==> config.mk <==
export PLATFORM = sky130hd
export DESIGN_NAME = dram_axi_arbiter
export DESIGN_NICKNAME = d
export VERILOG_FILES = /design/src/rtl/dram_axi_arbiter.sv
export SDC_FILE = /design/constraint.sdc
export NUM_CORES = 1
export LEC_CHECK = 0
export BUFFER_PORTS_ARGS = -buffer_cell sky130_fd_sc_hd__buf_2
export CAP_MARGIN = 20
export CORE_AREA = 2 2 227 229
export CTS_CLUSTER_DIAMETER = 50
export CTS_CLUSTER_SIZE = 8
export DETAILED_ROUTE_END_ITERATION = 6
export DIE_AREA = 0 0 229 231
export GPL_TIMING_DRIVEN = 0
export HOLD_SLACK_MARGIN = 0.15
export PLACE_DENSITY = 0.37
export SLEW_MARGIN = 20
export SYNTH_ARGS = -nofsm -noshare
export SYNTH_HDL_FRONTEND = slang
export SYNTH_SLANG_ARGS = --single-unit
==> constraint.sdc <==
create_clock -name i_clock -period 2.2 [get_ports i_clock]
set_input_delay 0.11 -clock i_clock [delete_from_list [all_inputs] [get_ports i_clock]]
set_output_delay 0.11 -clock i_clock [all_outputs]
set_load 0.03 [all_outputs]
==> src/rtl/dram_axi_arbiter.sv <==
// rtl/dram_axi_arbiter.sv - two-master round-robin AXI4 arbiter onto the shared DRAM port
// AR and AW arbitrate independently; W beats follow AW grant order through a small index FIFO.
module dram_axi_arbiter #(
  parameter int ADDR_WIDTH   = 32,
  parameter int DATA_WIDTH   = 32,
  parameter int W_FIFO_DEPTH = 4
) (
  input  logic                    i_clock,
  input  logic                    i_reset_n,
  input  logic                    s0_aw_valid,
  output logic                    s0_aw_ready,
  input  logic [ADDR_WIDTH-1:0]   s0_aw_addr,
  input  logic [7:0]              s0_aw_len,
  input  logic [2:0]              s0_aw_size,
  input  logic [1:0]              s0_aw_burst,
  input  logic                    s0_aw_lock,
  input  logic [3:0]              s0_aw_cache,
  input  logic [2:0]              s0_aw_prot,
  input  logic                    s0_w_valid,
  output logic                    s0_w_ready,
  input  logic [DATA_WIDTH-1:0]   s0_w_data,
  input  logic [DATA_WIDTH/8-1:0] s0_w_strb,
  input  logic                    s0_w_last,
  output logic                    s0_b_valid,
  input  logic                    s0_b_ready,
  output logic [1:0]              s0_b_resp,
  input  logic                    s0_ar_valid,
  output logic                    s0_ar_ready,
  input  logic [ADDR_WIDTH-1:0]   s0_ar_addr,
  input  logic [7:0]              s0_ar_len,
  input  logic [2:0]              s0_ar_size,
  input  logic [1:0]              s0_ar_burst,
  input  logic                    s0_ar_lock,
  input  logic [3:0]              s0_ar_cache,
  input  logic [2:0]              s0_ar_prot,
  output logic                    s0_r_valid,
  input  logic                    s0_r_ready,
  output logic [DATA_WIDTH-1:0]   s0_r_data,
  output logic [1:0]              s0_r_resp,
  output logic                    s0_r_last,
  input  logic                    s1_aw_valid,
  output logic                    s1_aw_ready,
  input  logic [ADDR_WIDTH-1:0]   s1_aw_addr,
  input  logic [7:0]              s1_aw_len,
  input  logic [2:0]              s1_aw_size,
  input  logic [1:0]              s1_aw_burst,
  input  logic                    s1_aw_lock,
  input  logic [3:0]              s1_aw_cache,
  input  logic [2:0]              s1_aw_prot,
  input  logic                    s1_w_valid,
  output logic                    s1_w_ready,
  input  logic [DATA_WIDTH-1:0]   s1_w_data,
  input  logic [DATA_WIDTH/8-1:0] s1_w_strb,
  input  logic                    s1_w_last,
  output logic                    s1_b_valid,
  input  logic                    s1_b_ready,
  output logic [1:0]              s1_b_resp,
  input  logic                    s1_ar_valid,
  output logic                    s1_ar_ready,
  input  logic [ADDR_WIDTH-1:0]   s1_ar_addr,
  input  logic [7:0]              s1_ar_len,
  input  logic [2:0]              s1_ar_size,
  input  logic [1:0]              s1_ar_burst,
  input  logic                    s1_ar_lock,
  input  logic [3:0]              s1_ar_cache,
  input  logic [2:0]              s1_ar_prot,
  output logic                    s1_r_valid,
  input  logic                    s1_r_ready,
  output logic [DATA_WIDTH-1:0]   s1_r_data,
  output logic [1:0]              s1_r_resp,
  output logic                    s1_r_last,
  output logic                    m_aw_valid,
  input  logic                    m_aw_ready,
  output logic                    m_aw_id,
  output logic [ADDR_WIDTH-1:0]   m_aw_addr,
  output logic [7:0]              m_aw_len,
  output logic [2:0]              m_aw_size,
  output logic [1:0]              m_aw_burst,
  output logic                    m_aw_lock,
  output logic [3:0]              m_aw_cache,
  output logic [2:0]              m_aw_prot,
  output logic                    m_w_valid,
  input  logic                    m_w_ready,
  output logic [DATA_WIDTH-1:0]   m_w_data,
  output logic [DATA_WIDTH/8-1:0] m_w_strb,
  output logic                    m_w_last,
  input  logic                    m_b_valid,
  output logic                    m_b_ready,
  input  logic                    m_b_id,
  input  logic [1:0]              m_b_resp,
  output logic                    m_ar_valid,
  input  logic                    m_ar_ready,
  output logic                    m_ar_id,
  output logic [ADDR_WIDTH-1:0]   m_ar_addr,
  output logic [7:0]              m_ar_len,
  output logic [2:0]              m_ar_size,
  output logic [1:0]              m_ar_burst,
  output logic                    m_ar_lock,
  output logic [3:0]              m_ar_cache,
  output logic [2:0]              m_ar_prot,
  input  logic                    m_r_valid,
  output logic                    m_r_ready,
  input  logic                    m_r_id,
  input  logic [DATA_WIDTH-1:0]   m_r_data,
  input  logic [1:0]              m_r_resp,
  input  logic                    m_r_last
);

  localparam int PAY_W = ADDR_WIDTH + 21;
  localparam int PW    = $clog2(W_FIFO_DEPTH);

  typedef enum logic {AR_IDLE, AR_SEND} ar_state_t;
  typedef enum logic {AW_IDLE, AW_SEND} aw_state_t;

  // ---------------- read address ----------------
  ar_state_t        ar_state, ar_state_nxt;
  logic             ar_ptr, ar_win, ar_req, ar_grant;
  logic [PAY_W-1:0] ar_pay;

  assign ar_req = s0_ar_valid || s1_ar_valid;
  // Pointer only matters on contention; a lone requester always wins.
  assign ar_win = (s0_ar_valid && s1_ar_valid) ? ar_ptr : s1_ar_valid;

  always_ff @(posedge i_clock or negedge i_reset_n) begin
    if (!i_reset_n) ar_state <= AR_IDLE;
    else            ar_state <= ar_state_nxt;
  end

  always_comb begin
    ar_state_nxt = ar_state;
    case (ar_state)
      AR_IDLE: if (ar_req) ar_state_nxt = AR_SEND;
      AR_SEND: if (m_ar_ready) ar_state_nxt = AR_IDLE;
    endcase
  end

  always_comb begin
    ar_grant    = i_reset_n && (ar_state == AR_IDLE) && ar_req;
    s0_ar_ready = ar_grant && !ar_win;
    s1_ar_ready = ar_grant && ar_win;
    m_ar_valid  = (ar_state == AR_SEND);
  end

  always_ff @(posedge i_clock or negedge i_reset_n) begin
    if (!i_reset_n) begin
      ar_pay  <= '0;
      m_ar_id <= 1'b0;
      ar_ptr  <= 1'b0;
    end else if (ar_grant) begin
      ar_pay  <= ar_win ? {s1_ar_addr, s1_ar_len, s1_ar_size, s1_ar_burst, s1_ar_lock, s1_ar_cache, s1_ar_prot}
                        : {s0_ar_addr, s0_ar_len, s0_ar_size, s0_ar_burst, s0_ar_lock, s0_ar_cache, s0_ar_prot};
      m_ar_id <= ar_win;
      ar_ptr  <= ~ar_win;
    end
  end

  assign {m_ar_addr, m_ar_len, m_ar_size, m_ar_burst, m_ar_lock, m_ar_cache, m_ar_prot} = ar_pay;

  // ---------------- write address ----------------
  aw_state_t        aw_state, aw_state_nxt;
  logic             aw_ptr, aw_win, aw_req, aw_grant;
  logic [PAY_W-1:0] aw_pay;
  logic             w_full;

  assign aw_req = s0_aw_valid || s1_aw_valid;
  assign aw_win = (s0_aw_valid && s1_aw_valid) ? aw_ptr : s1_aw_valid;

  always_ff @(posedge i_clock or negedge i_reset_n) begin
    if (!i_reset_n) aw_state <= AW_IDLE;
    else            aw_state <= aw_state_nxt;
  end

  always_comb begin
    aw_state_nxt = aw_state;
    case (aw_state)
      AW_IDLE: if (aw_req && !w_full) aw_state_nxt = AW_SEND;
      AW_SEND: if (m_aw_ready) aw_state_nxt = AW_IDLE;
    endcase
  end

  always_comb begin
    aw_grant    = i_reset_n && (aw_state == AW_IDLE) && aw_req && !w_full;
    s0_aw_ready = aw_grant && !aw_win;
    s1_aw_ready = aw_grant && aw_win;
    m_aw_valid  = (aw_state == AW_SEND);
  end

  always_ff @(posedge i_clock or negedge i_reset_n) begin
    if (!i_reset_n) begin
      aw_pay  <= '0;
      m_aw_id <= 1'b0;
      aw_ptr  <= 1'b0;
    end else if (aw_grant) begin
      aw_pay  <= aw_win ? {s1_aw_addr, s1_aw_len, s1_aw_size, s1_aw_burst, s1_aw_lock, s1_aw_cache, s1_aw_prot}
                        : {s0_aw_addr, s0_aw_len, s0_aw_size, s0_aw_burst, s0_aw_lock, s0_aw_cache, s0_aw_prot};
      m_aw_id <= aw_win;
      aw_ptr  <= ~aw_win;
    end
  end

  assign {m_aw_addr, m_aw_len, m_aw_size, m_aw_burst, m_aw_lock, m_aw_cache, m_aw_prot} = aw_pay;

  // ---------------- W routing: FIFO of granted master indices ----------------
  logic [W_FIFO_DEPTH-1:0] w_fifo;
  logic [PW-1:0]           w_wr_ptr, w_rd_ptr;
  logic [PW:0]             w_count;
  logic                    w_empty, w_head, w_pop;

  assign w_full  = (w_count == (PW+1)'(W_FIFO_DEPTH));
  assign w_empty = (w_count == '0);
  assign w_head  = w_fifo[w_rd_ptr];
  assign w_pop   = m_w_valid && m_w_ready && m_w_last;

  always_ff @(posedge i_clock or negedge i_reset_n) begin
    if (!i_reset_n) begin
      w_fifo   <= '0;
      w_wr_ptr <= '0;
      w_rd_ptr <= '0;
      w_count  <= '0;
    end else begin
      if (aw_grant) begin
        w_fifo[w_wr_ptr] <= aw_win;
        w_wr_ptr         <= w_wr_ptr + 1'b1;
      end
      if (w_pop) w_rd_ptr <= w_rd_ptr + 1'b1;
      case ({aw_grant, w_pop})
        2'b10:   w_count <= w_count + 1'b1;
        2'b01:   w_count <= w_count - 1'b1;
        default: w_count <= w_count;
      endcase
    end
  end

  always_comb begin
    m_w_valid  = !w_empty && (w_head ? s1_w_valid : s0_w_valid);
    m_w_data   = w_head ? s1_w_data : s0_w_data;
    m_w_strb   = w_head ? s1_w_strb : s0_w_strb;
    m_w_last   = w_head ? s1_w_last : s0_w_last;
    s0_w_ready = !w_empty && !w_head && m_w_ready;
    s1_w_ready = !w_empty && w_head && m_w_ready;
  end

  // ---------------- B / R routing by downstream ID ----------------
  assign s0_b_valid = i_reset_n && m_b_valid && !m_b_id;
  assign s1_b_valid = i_reset_n && m_b_valid && m_b_id;
  assign s0_b_resp  = m_b_resp;
  assign s1_b_resp  = m_b_resp;
  assign m_b_ready  = m_b_id ? s1_b_ready : s0_b_ready;

  assign s0_r_valid = i_reset_n && m_r_valid && !m_r_id;
  assign s1_r_valid = i_reset_n && m_r_valid && m_r_id;
  assign s0_r_data  = m_r_data;
  assign s1_r_data  = m_r_data;
  assign s0_r_resp  = m_r_resp;
  assign s1_r_resp  = m_r_resp;
  assign s0_r_last  = m_r_last;
  assign s1_r_last  = m_r_last;
  assign m_r_ready  = m_r_id ? s1_r_ready : s0_r_ready;

endmodule
==> metrics, run 1 <==
critical path, cell by cell=mux4_2 > buf_8 > nor2_1 > a31oi_1 > nor2_1 > ha_2 > inv_2 > fa_2 > xor2_1 > nor2_1 > xor2_1; P&R area growth vs syn=104%; Post-synth EDFFs=0; post-synthesis adder-cell area fraction=1.22%; Final Core Density=between 20 and 30%; vias in the first global route=8428; Final #Nets=between 1500 and 2000; slowest CP cell=mux4_2; VDD IR max=412 uV; total negative slack=-5.86 ns; WL per Instance=15.2 um; simple-gate portion of the synthesized area=around 14%; CTS Buf Count=17; initial antenna violation count=3; PnR worst setup slack=-0.210 ns; Hold WC Path Type=primary input to register; Final Cycle Share=110%; first-pass iteration count of the detailed router=4; count of pins over their slew limit=0; placed cell count=1954; placed wire-length estimate=~25 mm; drt drc=0; delay-heaviest family, CP=multiplexers; Synth Area in XOR/XNOR=0.646%; Total GRT Usage=12.4%; diodes inserted=0; Starting Density=13.4%; Power Dens Cells=1130 nW/um2; max-cap check violation count=0; H-tree lvl count=4; port bufs=roughly 540; Routed WL=33.8 mm; share of layout cells above drive strength 1=a little under half; largest family of logic cells by synthesized area=multiplexers; CTS sink cnt=about 120; WP data arrival=roughly 2.8 ns; global placement routability congestion=~0.86; violated checks=setup timing; leakage=6.98 nW; Most used DFF post-synth=dfrtp_1; Clock Latency Late Sink=0.44 ns; most frequent cell on the critical path=nor2_1; Setup-failing EPs final=42; vias per inst=3.68; Post-Synthesis Cells=735; Rel. slew slack=45.0%; post-synthesis area per instance=9.22 um2; Fin Clk Skew=0.0117 ns; FF-to-FF setup slack=-0.21 ns; status=finished, violations left; clk slew on worst S/H paths=roughly 0.06 ns; routed vias=between 8000 and 9000; total power=15.5 mW; io pins=576; post-synthesis async set-or-reset flop share=100%; Max Fanout on Critical Path=2; CP max stage delay=~0.56 ns; startpoint type of the worst setup path=register; crit path buf inv count=2; commonest non-fill, non-tap cells in the layout=buf_2, dlygate4sd3_1, nand2_1; Starting DRT DRC Count=288; Distinct cells, synth=31; RSZ-0062 raised after global routing=true; die area=52900 um2; fillers=5438; post-synthesis cell area=~6800 um2; CTS tree=done; Syn Nets=1083; fin crit period=2.41 ns; maximum buffer depth of the clock tree=2; Core ar.=50700 um2; mux cell area share after synthesis=around 16%; row cnt=83; Max Freq=415 MHz; register bit total from synthesis=123; Setup CP Type=register to register; Die X=229 um; Tightest Pin Transition=roughly 0.8 ns; first-pass GRT wire length=49.6 mm; largest net degree at the start of global routing=63; Synth Area in Compound Gates=10.5%; Final Instance Count excl. Fillers=about 2200; CTS root buffer=clkbuf_16; Final Hold Fails=0; Die Y-Extent=231 um; GR Overflow Total=0; register area share after synthesis=45.4%; Ys Warns=0; Routed Antenna Nets=0; Req. time, crit path=roughly 2.6 ns; most common cell after layout, fill and taps aside=buf_2; Crit. End Element=register
## layer usage
layer / wire length [um] / global-route usage [%] / vias up
li1: - / - / 4000
met1: 14300 / 15.1 / 3826
met2: 16400 / 20.8 / 341
met3: 2340 / 3.99 / 32
met4: 708 / 4.08 / 2
met5: 13 / 0 / -
## through the flow
step           worst slack, ns  hold WS (ns)  cell area [um2]
2_1_floorplan           -0.138        -0.186             6790
3_3_place_gp             -3.21         0.288            10300
3_5_place_dp            -0.926        0.0869            10400
4_1_cts                 -0.233         0.169            13600
5_1_grt                 -0.366         0.187            13800
6_report                -0.210         0.202            13800
## Yosys cell counts, types with 3 or more instances
cell type,number,area share (%)
nor3_1,3,0.22
mux2_1,4,0.66
buf_4,80,8.9
ha_1,5,0.92
inv_1,12,0.66
buf_2,19,1.4
o21ai_0,57,4.2
clkbuf_1,19,1.1
mux2i_1,57,8.4
dfrtp_1,123,45
mux2_2,40,6.6
a31oi_1,55,5.1
nand2_1,168,9.3
xor2_1,3,0.39
nor2_1,70,3.9
## tightest hold or removal path, delay by kind of cell
family | cells | cell delay [ns]
and+or+nand+nor | 1 | 0.13
AOI/OAI and AO/OA | 2 | 0.26
buffers and inverters | 1 | 0.11
## timing repair
item / 4_1_cts / 5_1_grt
pin swaps: 4 / 3
setup buffers: 7 / 5
gates resized for setup: 63 / 71
hold buffers: 228 / 0
gates cloned: 3 / 0
endpoints found under the setup margin: 72 / 52
hold endpoints to repair: 233 / 0
## state kept, by name, indices dropped and copies added, names as in the netlist
register and flops:
w_fifo 4, ar_ptr 1, aw_pay 53, m_ar_valid 1, m_aw_id 1, ar_pay 53
w_wr_ptr 2, m_aw_valid 1, w_rd_ptr 2, aw_ptr 1, w_count 3, m_ar_id 1
## power breakdown
part	total, mW	internal (mW)	leakage, nW	switching (mW)
Combinational	9.06	3.78	5.25	5.28
Sequential	3.68	3.15	1.45	0.534
Clock	2.80	1.70	0.280	1.11
Total	15.5	8.62	6.98	6.92
## logic make-up (layout without fill, tap and decap cells)
| kind of cell | count (synthesis) | count (layout) |
|---|---|---|
| adder cells (fa/ha/maj) | 6 | 6 |
| AND/OR/NAND/NOR | 247 | 247 |
| flip-flops | 123 | 123 |
| buffers and inverters | 131 | 943 |
| XOR/XNOR | 5 | 5 |
| AO/OA/AOI/OAI | 121 | 121 |
| multiplexers | 102 | 102 |
## path summary, 6_finish.rpt
kind                             start    endpoint  cells past startpoint
max in group asynchronous    i_reset_n  ar_pay[41]                      5
setup / recovery           w_rd_ptr[0]  w_count[2]                     11
hold reg to reg              ar_pay[5]   ar_pay[5]                      2
setup reg to reg           w_rd_ptr[0]  w_count[2]                     11
min in group asynchronous    i_reset_n  aw_pay[19]                      6
hold / removal             s1_aw_valid  aw_pay[14]                      4
## cell type report
type | instances | area, um2 | area share [%]
repair buffers | 782 | 5520 | 39.9
multi-input cells | 481 | 2910 | 21.1
well taps | 680 | 851 | 6.16
clock inverters | 9 | 88.8 | 0.643
clock buffers | 22 | 494 | 3.58
inverters | 12 | 45.0 | 0.326
flip-flops and latches | 123 | 3080 | 22.3
plain buffers | 118 | 828 | 6.00
(Power assumes the default switching activity.)
==> inputs of run 2 (changes only) <==
Settings changed: CORE_AREA 2 2 227 229 to 2 2 224 226, CTS_BUF_LIST set to sky130_fd_sc_hd__clkbuf_8, DIE_AREA 0 0 229 231 to 0 0 226 228.
==> run 2 against run 1 <==
  * The run still ends with setup timing left
  * Fmax rose by 0.49%
  * Sequential power barely moved
  * Cell count about the same
  * Setup slack better by 0.012 ns
  * Die area decreased by 2.6%
  * Clock skew is 0.00067 ns higher
==> metrics, run 2 (synthesized netlist as in run 1, its figures left out) <==
status=finished, violations left; violated checks=setup timing; Tightest Pin Transition=0.619 ns (-0.205 ns); initial antenna violation count=3 (unchanged); row cnt=82 (-1.2%); Routed WL=32.8 mm (-2.7%); Routed Antenna Nets=0 (unchanged); Final Hold Fails=0 (unchanged); P&R area growth vs syn=99.9%; max-cap check violation count=0 (unchanged); count of pins over their slew limit=0 (unchanged); startpoint type of the worst setup path=register; port bufs=538 (unchanged); Total GRT Usage=12.5% (+0.078 points); clock share of power=15.1% (-2.9 points); routed vias=8177 (-0.29%); Hold WC Path Type=primary input to register; Clock Latency Late Sink=0.49 ns (+0.05 ns); crit path capture=w_count[2]; Setup-failing EPs final=41 (-2.4%); VDD IR max=418 uV (+1.6%); Crit. End Element=register; Max Fanout on Critical Path=5 (+3); Die X=226 um (-1.3%); leakage=6.86 nW (-1.8%); Rel. slew slack=58.7% (+14 points); PnR worst setup slack=-0.198 ns (+0.0118 ns); Critical Path Start=w_rd_ptr[0]; total power=14.2 mW (-8.6%); die area=51500 um2 (-2.6%); share of layout cells above drive strength 1=47.8% (-0.056 points); commonest non-fill, non-tap cells in the layout=buf_2, dlygate4sd3_1, nand2_1; Fin Clk Skew=0.0124 ns (+0.000669 ns); Int Power=7.57 mW (-12%); R2R Path End=w_count[2]; fin crit period=2.40 ns (-0.0118 ns); Starting DRT DRC Count=213 (-26%); sw frac=46.7% (+2.1 points); Flop pwr share=25.8% (+2.1 points); pre-CTS WS=-0.808 ns (+0.118 ns); total negative slack=-3.98 ns (+1.88 ns); NetSw=6.63 mW (-4.2%); Req. time, crit path=2.61 ns (+0.06 ns); GR Overflow Total=0 (unchanged); Max Freq=417 MHz (+0.49%); RSZ-0062 raised after global routing=true; first-pass iteration count of the detailed router=4 (unchanged); Core ar.=49300 um2 (-2.6%); Largest regs=ar_pay x53, aw_pay x53, w_fifo x4; vias per inst=3.67 (-0.25%); Setup CP Type=register to register; most common cell after layout, fill and taps aside=buf_2; vias in the first global route=8592 (+1.9%); WL per Instance=14.8 um (-2.7%); FF-to-FF setup slack=-0.20 ns (about the same); Starting Density=13.7% (+0.36 points); largest net degree at the start of global routing=61 (-3.2%); CTS tree=done; global placement routability congestion=0.844 (-1.7%); r2r startpoint=w_rd_ptr[0]; Placed Area=10400 um2 (about the same); Reg2Reg Depth=11 (unchanged); CTS root buffer=clkbuf_8; Power Dens Cells=1050 nW/um2 (-6.8%); drt drc=0 (unchanged); Final #Nets=1889 (+0.32%); logic gate share of total power=59.0% (+0.7 points); Final Cycle Share=109% (-0.54 points); maximum buffer depth of the clock tree=2 (unchanged); CTS Buf Count=17 (unchanged); Die Y-Extent=228 um (-1.3%); post-route cell area=13500 um2 (-1.9%); CTS sink cnt=123 (unchanged); first-pass GRT wire length=48.8 mm (-1.5%); placed wire-length estimate=24.7 mm (-2.2%); H-tree lvl count=4 (unchanged); WP data arrival=2.81 ns (+0.05 ns); io pins=576 (unchanged); clk slew on worst S/H paths=0.08 ns (+0.02 ns)
==> run 2: per-layer routing <==
metal	share of wire (%)	wire, um	global-route usage (%)
met5	0.043	14	0
met4	1.6	526	3.48
met3	6.7	2190	3.90
met2	50	16400	21.8
met1	42	13700	14.6
==> run 2: worst max-delay path: stages (launching register included) <==
cell and delay, ns:
dfrtp_1 0.37, mux4_2 0.59, buf_6 0.16, nor2_1 0.08, a31oi_1 0.04, nor2_1 0.10, ha_2 0.20, inv_2 0.04
fa_2 0.33, xor2_1 0.14, nor2_1 0.12, xor2_1 0.15
==> run 2: how the worst min path moves through the flow <==
stage	end	slack (ns)	cells past startpoint	from
4_1_cts	w_count[0]	0.15	5	s1_w_last
3_3_place_gp	m_ar_valid	0.29	2	m_ar_ready
6_report	w_count[0]	0.21	5	s1_w_last
3_5_place_dp	aw_pay[37]	0.08	1	i_reset_n
2_1_floorplan	ar_pay[0]	-0.19	0	i_reset_n
5_1_grt	w_count[0]	0.18	5	s1_w_last
==> run 2: cell type report <==
class / instances / area (um2)
Timing Repair Buffer: 787 / 5440
Antenna cell: 1 / 2.50
Sequential cell: 123 / 3080
Clock inverter: 10 / 115
Tap cell: 672 / 841
Clock buffer: 21 / 289
Inverter: 12 / 45.0
Buffer: 119 / 820
Multi-Input combinational cell: 481 / 2910
Fill cell: 5321 / 35800
==> run 2: what timing repair did <==
action | 4_1_cts | 5_1_grt
hold endpoints to repair | 235 | 2
hold buffers | 234 | 1
setup endpoints to repair | 44 | 53
buffers inserted | 7 | 5
gates resized for setup | 32 | 61
cloned | 1 | 0
pin swaps | 4 | 1
==> run 2: power by group through the flow <==
stage | clock network, mW | registers [mW] | logic, mW
after global placement | 0 | 3.71 | 7.38
after floorplan | 0 | 5.18 | 3.45
final | 2.15 | 3.67 | 8.38
after global routing | 2.37 | 3.80 | 8.97
after detailed placement | 0 | 3.72 | 7.41
after CTS | 2.29 | 3.68 | 8.15
==> run 2: through the flow <==
step | cells | hold WS [ns] | util (%)
2_1_floorplan | 735 | -0.186 | -
6_report | 2226 | 0.209 | 27.4
5_1_grt | 2225 | 0.175 | 27.4
3_5_place_dp | 1946 | 0.0759 | 21.0
3_3_place_gp | 1945 | 0.288 | 20.9
4_1_cts | 2219 | 0.149 | 27.1
==> inputs of run 3 (changes only) <==
Settings changed: GPL_TIMING_DRIVEN 0 to 1.
==> run 3 against run 2 <==
  * The flow still finishes with violations (setup timing)
  * Sequential cell count stayed put
  * Clock skew is 0.0023 ns higher
  * Utilization down 1.9 points
  * Total power fell by 2.0%
  * Cell count decreased by 7.8%
  * Hold slack worse by 0.020 ns
  * Critical path depth down 1
  * Via count is 8.6% lower
==> metrics, run 3 (synthesized netlist as in run 1, its figures left out) <==
crit path buf inv count=1 (-1); CTS sink cnt=123 (unchanged); Reg2Reg Depth=10 (-1); PnR worst setup slack=-0.0650 ns (+0.133 ns); CTS Buf Count=17 (unchanged); row cnt=82 (unchanged); drt drc=0 (unchanged); violated checks=setup timing; fin crit period=2.26 ns (-0.133 ns); most frequent cell on the critical path=nor2_1; Critical Path Start=w_rd_ptr[0]; delay-heaviest family, CP=multiplexers; Setup-failing EPs final=8 (-80%); Die Y-Extent=228 um (unchanged); CTS root buffer=clkbuf_8; diodes inserted=0 (-1); Final Hold Fails=0 (unchanged); die area=51500 um2 (unchanged); initial antenna violation count=1 (-2); WP data arrival=2.66 ns (-0.15 ns); critical path, cell by cell=mux4_2 > nor2_1 > a31oi_1 > nor2_1 > ha_2 > inv_2 > fa_2 > xor2_1 > nor2_1 > xor2_1; Rel. slew slack=53.3% (-5.4 points); Final Core Density=25.6% (-1.9 points); maximum buffer depth of the clock tree=2 (unchanged); first-pass iteration count of the detailed router=5 (+1); Clock Latency Late Sink=0.47 ns (-0.02 ns); H-tree lvl count=4 (unchanged); Reg area=3080 um2 (about the same); total power=13.9 mW (-2.0%); port bufs=464 (-14%); routed vias=7470 (-8.6%); Total GRT Usage=10.6% (-1.9 points); leakage=6.16 nW (-10%); placed wire-length estimate=20.1 mm (-19%); WL per Instance=13.5 um (-8.7%); GR Overflow Total=0 (unchanged); io pins=576 (unchanged); VDD IR max=439 uV (+5.0%); status=finished, violations left; Starting Density=13.7% (unchanged); post-route cell area=12600 um2 (-6.9%); max-cap check violation count=0 (unchanged); Crit. End Element=register; Core ar.=49300 um2 (unchanged); Power Dens Cells=1100 nW/um2 (+5.2%); Req. time, crit path=2.60 ns (about the same); Setup CP Type=register to register; Hold WC Path Type=primary input to register; Final Cycle Share=103% (-6.0 points); Routed WL=27.6 mm (-16%); Crit path depth=10 (-1); Final #Nets=1715 (-9.2%); slowest CP cell=mux4_2; clk slew on worst S/H paths=0.08 ns (about the same); Placed Area=9460 um2 (-8.7%); Routed Antenna Nets=0 (unchanged); total negative slack=-0.301 ns (+3.68 ns); CP max stage delay=0.56 ns (-0.03 ns); Max Freq=442 MHz (+5.9%); CTS tree=done; first-pass GRT wire length=42.1 mm (-14%); most common cell after layout, fill and taps aside=buf_2; Largest regs=ar_pay x53, aw_pay x53, w_fifo x4; commonest non-fill, non-tap cells in the layout=buf_2, dlygate4sd3_1, nand2_1; Max Fanout on Critical Path=3 (-2); hold path depth=5 (unchanged); startpoint type of the worst setup path=register; vias in the first global route=7661 (-11%); Fin Clk Skew=0.0147 ns (+0.00233 ns); area of the multi-input gates=2930 um2 (+0.60%); pre-CTS WS=-0.0933 ns (+0.715 ns); vias per inst=3.64 (-0.90%); hold path start=s1_ar_valid; P&R area growth vs syn=86.2%; global placement routability congestion=0.847 (+0.34%); largest net degree at the start of global routing=114 (+87%); count of pins over their slew limit=0 (unchanged); Tightest Pin Transition=0.700 ns (+0.0809 ns); Die X=226 um (unchanged); RSZ-0062 raised after global routing=true; fillers=5280 (-0.77%); r2r startpoint=w_rd_ptr[0]; share of layout cells above drive strength 1=42.0% (-5.9 points); Starting DRT DRC Count=234 (+9.9%)
run 3: stage by stage:
step                instances  hold slack [ns]
global placement         1776            0.220
detailed placement       1776            0.220
CTS                      2048            0.168
global route             2052            0.152
finish                   2052            0.189
floorplan                 735           -0.186
run 3: worst min-delay path: stages:
cell,delay (ns)
buf_2,0.13
o21ai_4,0.09
buf_12,0.14
nor2_2,0.06
nor2_1,0.09
run 3: repair_timing:
| item | CTS | global route |
|---|---|---|
| setup buffers | 2 | 4 |
| pin swaps | 2 | 4 |
| setup endpoints to repair | 43 | 61 |
| endpoints found under the hold margin | 143 | 0 |
| gates resized for setup | 77 | 7 |
| gates cloned | 0 | 0 |
| hold buffers | 238 | 0 |
run 3: cell type report:
type,count,share of cell area [%]
clock buffers,23,2.51
clock inverters,9,1.07
inverters,12,0.357
multi-input cells,481,23.2
flip-flops and latches,123,24.4
well taps,672,6.67
repair buffers,732,41.8
run 3: path summary, 6_finish.rpt:
kind | to | slack (ns)
max reg2reg | w_count[2] | -0.06
max in group asynchronous | aw_pay[5] | 0.80
max | w_count[2] | -0.06
min | ar_ptr | 0.19
min reg2reg | ar_pay[11] | 0.48
min in group asynchronous | aw_pay[13] | 0.28
run 3: where the power goes:
group	switching, mW	total, mW	internal (mW)
registers	0.502	3.64	3.14
clock network	1.03	2.33	1.30
logic	4.73	7.94	3.21
total	6.26	13.9	7.66
run 3: layer usage:
layer / global-route usage [%] / up-vias / wire, um
met3: 4.46 / 31 / 2230
met1: 12.4 / 3501 / 11800
met5: 0 / - / 13
met4: 3.44 / 2 / 461
met2: 17.5 / 282 / 13200
li1: - / 3654 / -
